`src/rtl/bcd_disp_pkg.sv`:
```
// Shared constants for the BCD sum display scanner: digit count and
// active-high 7-segment glyphs, with bit order {a,b,c,d,e,f,g}.
package bcd_disp_pkg;
    localparam int NUM_DIGITS = 5;

    localparam logic [6:0] SEG_0   = 7'b1111110;
    localparam logic [6:0] SEG_1   = 7'b0110000;
    localparam logic [6:0] SEG_2   = 7'b1101101;
    localparam logic [6:0] SEG_3   = 7'b1111001;
    localparam logic [6:0] SEG_4   = 7'b0110011;
    localparam logic [6:0] SEG_5   = 7'b1011011;
    localparam logic [6:0] SEG_6   = 7'b1011111;
    localparam logic [6:0] SEG_7   = 7'b1110000;
    localparam logic [6:0] SEG_8   = 7'b1111111;
    localparam logic [6:0] SEG_9   = 7'b1111011;
    localparam logic [6:0] SEG_E   = 7'b1001111;
    localparam logic [6:0] SEG_OFF = 7'b0000000;

    // True when a 4-bit code is not a legal BCD digit.
    function automatic logic is_non_bcd(input logic [3:0] d);
        return d > 4'd9;
    endfunction
endpackage

```
`src/rtl/bcd_to_seg7.sv`:
```
// Combinational BCD to 7-segment decoder. The output is active-high.
// Codes 10..15 display 'E'.
module bcd_to_seg7
    import bcd_disp_pkg::*;
(
    input  logic [3:0] digit,
    output logic [6:0] seg
);
    // Glyph lookup
    always_comb begin
        seg = SEG_E;
        case (digit)
            4'd0: seg = SEG_0;
            4'd1: seg = SEG_1;
            4'd2: seg = SEG_2;
            4'd3: seg = SEG_3;
            4'd4: seg = SEG_4;
            4'd5: seg = SEG_5;
            4'd6: seg = SEG_6;
            4'd7: seg = SEG_7;
            4'd8: seg = SEG_8;
            4'd9: seg = SEG_9;
            default: seg = SEG_E;
        endcase
    end
endmodule

```
`src/rtl/bcd_sum_display_scanner.sv`:
```
// Captures a 17-bit BCD sum and scans it onto a 5-digit multiplexed
// 7-segment display.
// The anodes go inactive for one dead-time cycle at the start of each slot.
// The Blank input and non-BCD flagging are handled here too.
// Optional build macro LEADING_ZERO_BLANK_EN enables leading-zero suppression
// on digits 4..1.
module bcd_sum_display_scanner
    import bcd_disp_pkg::*;
#(
    parameter int SCAN_DIV       = 50000,
    parameter bit SEG_ACTIVE_LOW = 1'b1
) (
    input  logic                  Clk,
    input  logic                  Rst,
    input  logic                  Load,
    input  logic [16:0]           Sum,
    input  logic                  Blank,
    output logic [6:0]            Seg,
    output logic [NUM_DIGITS-1:0] An,
    output logic                  Err
);
    localparam int            PW       = $clog2(SCAN_DIV);
    localparam logic [PW-1:0] PRE_LAST = PW'(SCAN_DIV - 1);

    logic [16:0]           shadow;
    logic [PW-1:0]         pre;
    logic [2:0]            idx;
    logic [3:0]            nib;
    logic [6:0]            seg_hi;
    logic [NUM_DIGITS-1:0] an_hi;
    logic [NUM_DIGITS-1:0] show;

    // Prescaler and digit index. The index steps once per slot.
    always_ff @(posedge Clk or posedge Rst) begin
        if (Rst) begin
            pre <= '0;
            idx <= '0;
        end else if (pre == PRE_LAST) begin
            pre <= '0;
            idx <= (idx == 3'd4) ? 3'd0 : idx + 3'd1;
        end else begin
            pre <= pre + 1'b1;
        end
    end

    // Shadow capture. Err tracks the non-BCD status of the captured value.
    always_ff @(posedge Clk or posedge Rst) begin
        if (Rst) begin
            shadow <= '0;
            Err    <= 1'b0;
        end else if (Load) begin
            shadow <= Sum;
            Err    <= is_non_bcd(Sum[3:0])  | is_non_bcd(Sum[7:4]) |
                      is_non_bcd(Sum[11:8]) | is_non_bcd(Sum[15:12]);
        end
    end

    // Select the nibble for the current slot. The carry digit is only 0 or 1.
    always_comb begin
        nib = 4'd0;
        case (idx)
            3'd0: nib = shadow[3:0];
            3'd1: nib = shadow[7:4];
            3'd2: nib = shadow[11:8];
            3'd3: nib = shadow[15:12];
            3'd4: nib = {3'b000, shadow[16]};
            default: nib = 4'd0;
        endcase
    end

    bcd_to_seg7 u_dec (
        .digit (nib),
        .seg   (seg_hi)
    );

    // Per-digit visibility. A digit above 9 is non-zero, so it stops suppression.
    always_comb begin
        show = '1;
`ifdef LEADING_ZERO_BLANK_EN
        show[4] = shadow[16];
        show[3] = show[4] | (shadow[15:12] != 4'd0);
        show[2] = show[3] | (shadow[11:8]  != 4'd0);
        show[1] = show[2] | (shadow[7:4]   != 4'd0);
        show[0] = 1'b1;
`endif
    end

    // Anode enable. Anodes are off for Blank, the dead-time cycle and suppressed digits.
    always_comb begin
        an_hi = '0;
        if (!Blank && (pre != '0) && show[idx])
            an_hi = NUM_DIGITS'(1) << idx;
    end

    // Output registers. Output polarity is applied here.
    always_ff @(posedge Clk or posedge Rst) begin
        if (Rst) begin
            Seg <= {7{SEG_ACTIVE_LOW}};
            An  <= {NUM_DIGITS{SEG_ACTIVE_LOW}};
        end else begin
            Seg <= seg_hi ^ {7{SEG_ACTIVE_LOW}};
            An  <= an_hi  ^ {NUM_DIGITS{SEG_ACTIVE_LOW}};
        end
    end
endmodule

```
`config.mk`:
```
export PLATFORM = sky130hd
export DESIGN_NAME = bcd_sum_display_scanner
export DESIGN_NICKNAME = d
export VERILOG_FILES = /design/src/rtl/bcd_disp_pkg.sv /design/src/rtl/bcd_to_seg7.sv /design/src/rtl/bcd_sum_display_scanner.sv
export SDC_FILE = /design/constraint.sdc
export NUM_CORES = 1
export LEC_CHECK = 0
export ABC_AREA = 1
export BUFFER_PORTS_ARGS = -buffer_cell sky130_fd_sc_hd__clkbuf_2
export CAP_MARGIN = 20
export CORE_AREA = 2 2 77 79
export CTS_CLUSTER_DIAMETER = 80
export DETAILED_ROUTE_END_ITERATION = 6
export DIE_AREA = 0 0 79 81
export GPL_TIMING_DRIVEN = 0
export HOLD_SLACK_MARGIN = 0.15
export PLACE_DENSITY = 0.68
export SYNTH_ARGS = -nofsm -noshare
export SYNTH_HDL_FRONTEND = slang
export SYNTH_SLANG_ARGS = --single-unit
```
`constraint.sdc`:
```
create_clock -name Clk -period 2.55 [get_ports Clk]
set_input_delay 0.1275 -clock Clk [delete_from_list [all_inputs] [get_ports Clk]]
set_output_delay 0.1275 -clock Clk [all_outputs]
set_load 0.1 [all_outputs]
```
# Word level (Yosys, flattened, before mapping)
# Memory sizes are Yosys's and may differ from the RTL's.
# Index checks and enable logic that the tools add are counted.
# Widths: inputs -> output; s select.
totals:
  in_bits: 21
  mem_count: 2
  output_inout_bits: 13
  ff_bits: 49
  mem_bits_ro: 120
memory_table:
  columns: ["memory", "depth", "width", "read_ports", "rd_ports_with_merged_regs", "wr", "line", "source"]
  rows:
  - ["(no name shown)", 16, 7, 1, 0, 0, "bcd_to_seg7.sv:12", "case (digit)"]
  - ["(no name shown)", 8, 1, 1, 0, 0, "bcd_sum_display_scanner.sv:91", "if (!Blank && (pre != '0) && show[idx])"]
classes:
  addsub: 2
  order_cmp: 5
  shifts: 1
  n_reduce_logical: 5
  muxes: 5
  bitwise: 5
  n_eq_ne: 5
op_table:
  columns: ["operator", "count"]
  rows:
  - ["$pmux 4 s5", 1]
  - ["$add 16x1->16 const B", 1]
  - ["$eq 16x16->1 const B", 1]
  - ["$gt 4x4->1 const B", 4]
  - ["$mux 16", 1]
  - ["$reduce_bool 16->1", 1]
  - ["$not 7->7", 1]
  - ["$eq 3x2->1 const B", 2]
  - ["$mux 5", 1]
  - ["$not 5->5", 1]
  - ["$shl 1x3->5 const A", 1]
  - ["$lt 3x4->1 const B", 1]
  - ["$add 3x1->3 const B", 1]
  - ["$eq 3x1->1 const B", 1]
  - ["$eq 3x3->1 const B", 1]
  - ["$logic_not 3->1", 1]
  - ["$mux 3", 1]
  - ["$or 1x1->1", 3]
  - ["$logic_and 1x1->1", 2]
  - ["$logic_not 1->1", 1]
  - ["$mux 1", 1]

# Depth between registers and ports, before layout
# Gate-level depths: netlist (run 1).
depth:
  word_depth: 5
  mapped_depth: 12

# Hierarchy
# Synthesis (run 1) repeated with hierarchy kept, for this count alone.
hier_totals:
  cells_unflattened: 319
  hier_area_um2: 2513.7
modules_own_cells:
  columns: ["mod", "area_each_um2", "cells_each", "instances"]
  rows:
  - ["bcd_sum_display_scanner", 2324.7, 286, 1]
  - ["bcd_to_seg7", 188.9, 33, 1]

# Least setup slack after synthesis (run 1)
# OpenSTA, ideal clock, no wires.
synth_path:
  path_kind: "flip-flop to flip-flop"
  from: "reg idx[0]"
  to: "reg Seg[5]"
  n_path_buf: 0
  setup_ps: 60
  t_required_ps: 2490
  synth_period_minus_slack_ps: 1871
  setup_slack_ps: 679
  arrival_time_ps: 1811
  path_stages_with_launch: 11
  cell_sequence: "dfrtp_1 inv_1 ha_1 inv_1 nor2_1 nand2_1 nand4_1 inv_1 ha_1 or2_2 nand2_1"
synth_via:
  elab_chain_len: 4
  elab_cells_between_ends: 8
  cone_classes: "4 x eq/ne; 1 x mux; 1 x bitwise; 1 x reduce/logical; 1 x memory"
synth_lines:
  columns: ["item", "line", "source"]
  rows:
  - ["start: declaration", "bcd_sum_display_scanner.sv:27", "logic [2:0] idx;"]
  - ["start signal: assignment", "bcd_sum_display_scanner.sv:40", "idx <= (idx == 3'd4) ? 3'd0 : idx + 3'd1;"]
  - ["$eq 3x3->1, or another cell as far along", "bcd_sum_display_scanner.sv:61", "case (idx)"]
  - ["$pmux 4 s5 *", "bcd_sum_display_scanner.sv:61", null]
  - ["$mem_v2 16x7 *", null, null]
  - ["$not 7->7 (no source line) *", null, null]
  - ["end signal: assignment", "bcd_sum_display_scanner.sv:98", "Seg <= {7{SEG_ACTIVE_LOW}};"]
  - ["end signal: assignment", "bcd_sum_display_scanner.sv:101", "Seg <= seg_hi ^ {7{SEG_ACTIVE_LOW}};"]
  - ["end: declaration", "bcd_sum_display_scanner.sv:18", "output logic [6:0] Seg,"]
# Mark *: on every way between the ends. The rest lies on a longest branch, timed or not.
# A chain may end at the register's enable or synchronous reset.

# Worst setup path in the final report (run 1)
# Same ends and word-level chain as after synthesis.

==> results of run 1 <==
==> how the worst max path moves through the flow <==
stage,start,to,slack (ns),cells past startpoint
2_1_floorplan,idx[0],Seg[5],0.68,10
3_3_place_gp,idx[0],Seg[5],0.43,10
3_5_place_dp,idx[0],Seg[5],0.42,10
4_1_cts,idx[0],Seg[5],0.38,10
5_1_grt,idx[0],Seg[5],0.15,10
6_report,idx[0],Seg[5],0.40,10
==> critical path, stage by stage (launching register included) <==
cell and delay, ns:
dfrtp_1 0.42, inv_1 0.11, ha_1 0.26, inv_1 0.06, nor2_1 0.19, nand2_1 0.07
nand4_1 0.22, inv_1 0.13, ha_1 0.28, or2_2 0.29, nand2_1 0.07
==> flip-flops by register name (all words and copies together), names as in the netlist <==
name / cells
pre: 16
shadow: 17
Seg: 7
An: 5
idx: 3
Err: 1
==> cells in the final DEF, fill, tap and decap left out, types with 2 or more instances in the layout <==
master,n
nor2_4,2
nand3_1,21
o21ai_1,3
clkbuf_8,5
clkbuf_1,2
dfstp_2,12
inv_2,2
or2_2,2
nor3_1,2
dlygate4sd3_1,27
clkbuf_2,32
xor2_1,7
nand2_2,5
nand2_1,95
nor2_1,38
clkinv_2,2
a21oi_1,4
nand4_1,4
inv_1,34
o21ai_0,14
ha_1,12
dfrtp_1,37
==> power groups by stage <==
stage / Sequential, mW / Combinational, mW / Clock (mW)
floorplan: 0.998 / 0.0892 / 0
detailed placement: 0.864 / 0.283 / 0
finish: 0.850 / 0.316 / 0.447
global route: 0.853 / 0.343 / 0.495
CTS: 0.849 / 0.316 / 0.458
global placement: 0.863 / 0.275 / 0
==> cells by family (layout without fill, tap and decap cells) <==
family                     after synthesis  after routing  share of synthesized area
and+or+nand+nor                        173            173                     0.2972
AOI/OAI and AO/OA                       23             23                    0.05013
xor gates and xnor gates                 7              7                    0.02481
adders and majority gates               12             12                    0.06076
buffers and inverters                   41            109                    0.06481
DFF                                     49             49                     0.5023
==> metal layers <==
layer  GRT usage  part of all wire
met5           0                 0
met4     0.05172             0.014
met3     0.04000             0.034
met2      0.2890              0.48
met1      0.2203              0.47
==> repair_timing <==
action | 4_1_cts | 5_1_grt
hold endpoints to repair | 70 | 0
setup buffers | 0 | 0
hold buffers | 27 | 0
==> area by class of cell <==
type | count | area, um2
multi-input cells | 215 | 1070
repair buffers | 60 | 450.4
fillers | 533 | 2574
plain buffers | 3 | 12.51
clock inverters | 3 | 17.52
inverters | 38 | 147.6
well taps | 75 | 93.84
clock buffers | 5 | 68.82
flip-flops and latches | 49 | 1241
==> results.yml, run 1 <==
run_status:
  status: "completed"
clock_tree:
  clock-sinks: 49
  worstSkewPairLatency_ns: 0.30
  root_buffer: "clkbuf_8"
  cts_buffers: 5
  clockBufferDepth: 2
  cts_resized: 0
  htree_num_levels: 2
  clkTransAtPathRegs_ns: 0.09
  cts_tree: "yes"
synthesis:
  synth_top_cell_by_area: "dfrtp_1"
  syn_area_um2: 2471
  syn_area_per_cell_um2: 8.102
  ys.flop_type: "dfrtp_1"
  synth-warning-count: 0
  synth.top_cell.area_share: 0.3747
  netlist_top_cells_area: "dfrtp_1 37%, nand2_1 14%, dfstp_2 13%"
  synth_edf_count: 0
  async_flop_share: 1.000
  ys_top_cells_by_count: "95 x nand2_1, 38 x nor2_1, 37 x dfrtp_1"
  syn_nets: 338
  synth_seq_cells: 49
  synth.most_common_cell: "nand2_1"
  ys_types: 27
  ys_seq_area_frac: 0.5023
  postSynthCellCount: 305
timing:
  holdWs_ns: 0.3303
  post-route-period-util: 0.8441
  fin_tns_setup_ns: 0
  relSlewSlack: 0.6395
  fmax_ghz: 0.4646
  worstMarginPinSlew_ns: 0.5430
  rsz0062_at_grt: "no"
  slew_violations: 0
  worst_slack_ns: 0.3975
  skew_ns: 0.006029
  setup_viol_count_final: 0
  finalHoldViolCount: 0
  min_period_ns: 2.152
floorplan:
  initial_core_util: 0.4354
  boundaryPins: 34
  fp.dieH_um: 81
  rows: 28
  die_x_um: 79
  dieArea_um2: 6399
  core-area_um2: 5675
cells_and_area:
  final_util: 0.5465
  antenna_cells: 0
  final_area_um2: 3102
  drive_gt1_frac: 0.1850
  syn_to_final_growth_pct: 25.52
  fin_cells: 448
  nNetsFinal: 405
worst_setup_path:
  cp.required_ns: 2.80
  cp.arrival_ns: 2.40
  critPathKind: "register to register"
  crit-reg2reg-launch: "idx[0]"
  reg2reg_depth: 10
  crit_path_max_fanout: 5
  rrSetupSlack_ns: 0.40
  crit_path_end_kind: "register"
  cp-start-kind: "register"
  r2r-end: "Seg[5]"
job:
  drv_cap: 0
grt:
  grt_remaining_overflow: 0
  grt_pass1_vias: 1941
  grt_pass1_wl_um: 8659
  track_usage: 0.1712
  antenna_found_initial: 0
  grt_max_degree: 33
power_and_ir_drop:
  p_int_mw: 1.106
  power.leakage_nw: 1.570
  powerDensity_nw_per_um2: 520.0
  switching_share: 0.3140
  p_seq_frac: 0.527
  ir_drop_uv: 296.9
  p_sw_mw: 0.5065
  p_clk_frac: 0.277
  finalPower_mw: 1.613
  power_frac_comb: 0.196
routing:
  dr.pass1.iters: 4
  drt_wl_total_um: 4993
  vias: 2099
  drt-wirelength-per-cell_um: 11.15
  viasPerCell: 4.685
  drcViolationCount: 0
  drt.antenna.violating_nets: 0
  drt_iter0_drc: 82
placed_design:
  pre_cts_ws_ns: 0.4164
  routabilityCongestion: 0.8615
  dpl_cell_area_um2: 2745
  hpwl_um: 3530
  io_buffers: 32
  dp.cells: 413
min_path:
  hold_path_class: "input port to asynchronous set/reset pin"
(Power assumes the default switching activity.)
==> inputs of run 2 (changes only) <==
--- a/config.mk
+++ b/config.mk
@@ -14,7 +14,7 @@
 export DIE_AREA = 0 0 79 81
 export GPL_TIMING_DRIVEN = 0
 export HOLD_SLACK_MARGIN = 0.15
-export PLACE_DENSITY = 0.68
+export PLACE_DENSITY = 0.71
 export SYNTH_ARGS = -nofsm -noshare
 export SYNTH_HDL_FRONTEND = slang
 export SYNTH_SLANG_ARGS = --single-unit
==> constraint.sdc (replaced) <==
create_clock -name Clk -period 1.75 [get_ports Clk]
set_input_delay 0.0875 -clock Clk [delete_from_list [all_inputs] [get_ports Clk]]
set_output_delay 0.0875 -clock Clk [all_outputs]
set_load 0.1 [all_outputs]
==> results.yml, run 2 (synthesized netlist as in run 1, its figures left out) <==
cells_and_area:
  fill_cells: 498
  regMostFlops: "shadow"
  drive_gt1_frac: 0.2798
  syn_to_final_growth_pct: 35.70
  multi_input_area_um2: 1207
  regArea_um2: 1245
  top_regs: "shadow (17), pre (16), Seg (7)"
  layout_commonest_cell: "nand2_1"
  largest_reg_flops: 17
  nNetsFinal: 418
  most-common-layout-cells: "93 x nand2_1, 35 x nor2_1, 34 x dfrtp_1"
  antenna_cells: 0
power_and_ir_drop:
  power.leakage_nw: 1.644
  p_sw_mw: 0.7413
  p_clk_frac: 0.267
  switching_share: 0.3114
  finalPower_mw: 2.381
  p_seq_frac: 0.520
  power_frac_comb: 0.213
  powerDensity_nw_per_um2: 709.9
  ir_drop_uv: 512.4
  p_int_mw: 1.639
floorplan:
  boundaryPins: 34
  core-area_um2: 5675
  rows: 28
  initial_core_util: 0.4354
  dieArea_um2: 6399
  fp.dieH_um: 81
  die_x_um: 79
timing:
  finalHoldViolCount: 0
  slew_violations: 0
  rsz0062_at_grt: "yes"
  fin_tns_setup_ns: -0.07277
  min_period_ns: 1.787
  relSlewSlack: 0.6402
  fmax_ghz: 0.5595
  skew_ns: 0.006499
  setup_viol_count_final: 2
  worst_slack_ns: -0.03722
  post-route-period-util: 1.021
  worstMarginPinSlew_ns: 0.5420
routing:
  dr.pass1.iters: 4
  drt_wl_total_um: 5458
  viasPerCell: 4.653
  drcViolationCount: 0
  vias: 2145
  drt_iter0_drc: 80
  drt.antenna.violating_nets: 0
  drt-wirelength-per-cell_um: 11.84
worst_setup_path:
  r2r-end: "Seg[5]"
  critPathKind: "register to register"
  reg2reg_depth: 9
  cp.arrival_ns: 2.03
  cp-start-kind: "register"
  crit-reg2reg-launch: "idx[1]"
  crit_path_max_fanout: 4
  crit_path_end_kind: "register"
  rrSetupSlack_ns: -0.04
  cp.required_ns: 2.00
  cp-startpoint: "idx[1]"
  crit_path_end: "Seg[5]"
grt:
  grt_remaining_overflow: 0
  track_usage: 0.1789
  antenna_found_initial: 0
  grt_pass1_vias: 2052
  grt_max_degree: 31
  grt_pass1_wl_um: 9128
clock_tree:
  clock-sinks: 49
  worstSkewPairLatency_ns: 0.30
  cts_buffers: 5
  clkTransAtPathRegs_ns: 0.08
  root_buffer: "clkbuf_8"
  clockBufferDepth: 2
  htree_num_levels: 2
  cts_tree: "yes"
run_status:
  violations: "setup timing"
  status: "complete, but fails checks"
job:
  drv_cap: 0
placed_design:
  routabilityCongestion: 0.8396
  hpwl_um: 3663
  io_buffers: 32
min_path:
  hold_path_class: "input port to register"
## run 2: layout make-up
class	instances	share of cell area
Sequential cell	49	0.3713
Multi-Input combinational cell	215	0.3601
Timing Repair Buffer	73	0.1660
Inverter	38	0.04627
Tap cell	75	0.02799
Clock buffer	6	0.02164
Buffer	3	0.003731
Clock inverter	2	0.002985
## run 2: repair_timing
| item | in CTS | in global routing |
|---|---|---|
| setup buffers | 10 | 4 |
| hold endpoints to repair | 71 | 0 |
| pin swaps | 8 | 12 |
| resized for setup | 17 | 11 |
| hold buffers | 27 | 0 |
| setup endpoints to repair | 6 | 7 |
## run 2: critical path: stages, from the launching register on
cell and delay, ns:
dfrtp_2 0.46, buf_6 0.14, ha_4 0.16, nand3_1 0.09, nand3_2 0.13, nor2_4 0.18, inv_2 0.06, ha_4 0.23
or2_4 0.24, nand2_2 0.05
## run 2: routing by layer
layer  vias up  track usage  wire (um)
met1       988       0.2348       2467
met5         -            0          0
met3         8      0.03111        199
li1       1103            -          -
met4         0      0.03621         72
met2        46       0.3136       2719
## run 2: how the worst min path moves through the flow
stage,startpoint,cells past startpoint,slack [ns],endpoint
detailed placement,Rst,2,0.09,shadow[16]
global route,Load,2,0.16,shadow[16]
global placement,Sum[12],3,0.29,shadow[12]
CTS,Load,3,0.24,shadow[15]
finish,Load,2,0.11,shadow[16]
floorplan,Sum[9],2,0.20,shadow[9]
## run 2: power groups by stage
stage / clock [mW] / sequential (mW) / combinational [mW]
floorplan: 0 / 1.45 / 0.133
detailed placement: 0 / 1.26 / 0.415
CTS: 0.656 / 1.24 / 0.488
finish: 0.636 / 1.24 / 0.507
global placement: 0 / 1.26 / 0.403
global route: 0.709 / 1.24 / 0.546
## run 2: through the flow
stage	cell area [um2]	std cells	utilization	hold slack, ns	setup WS, ns
final	3353	461	0.5908	0.1114	-0.03722
after global routing	3353	461	0.5908	0.1559	-0.1143
after CTS	3299	458	0.5813	0.2363	0.01104
after detailed placement	2798	413	0.4929	0.09465	-0.2343
after global placement	2778	412	0.4894	0.2905	-0.1913
after floorplan	2524	305	-	0.2041	-0.01949
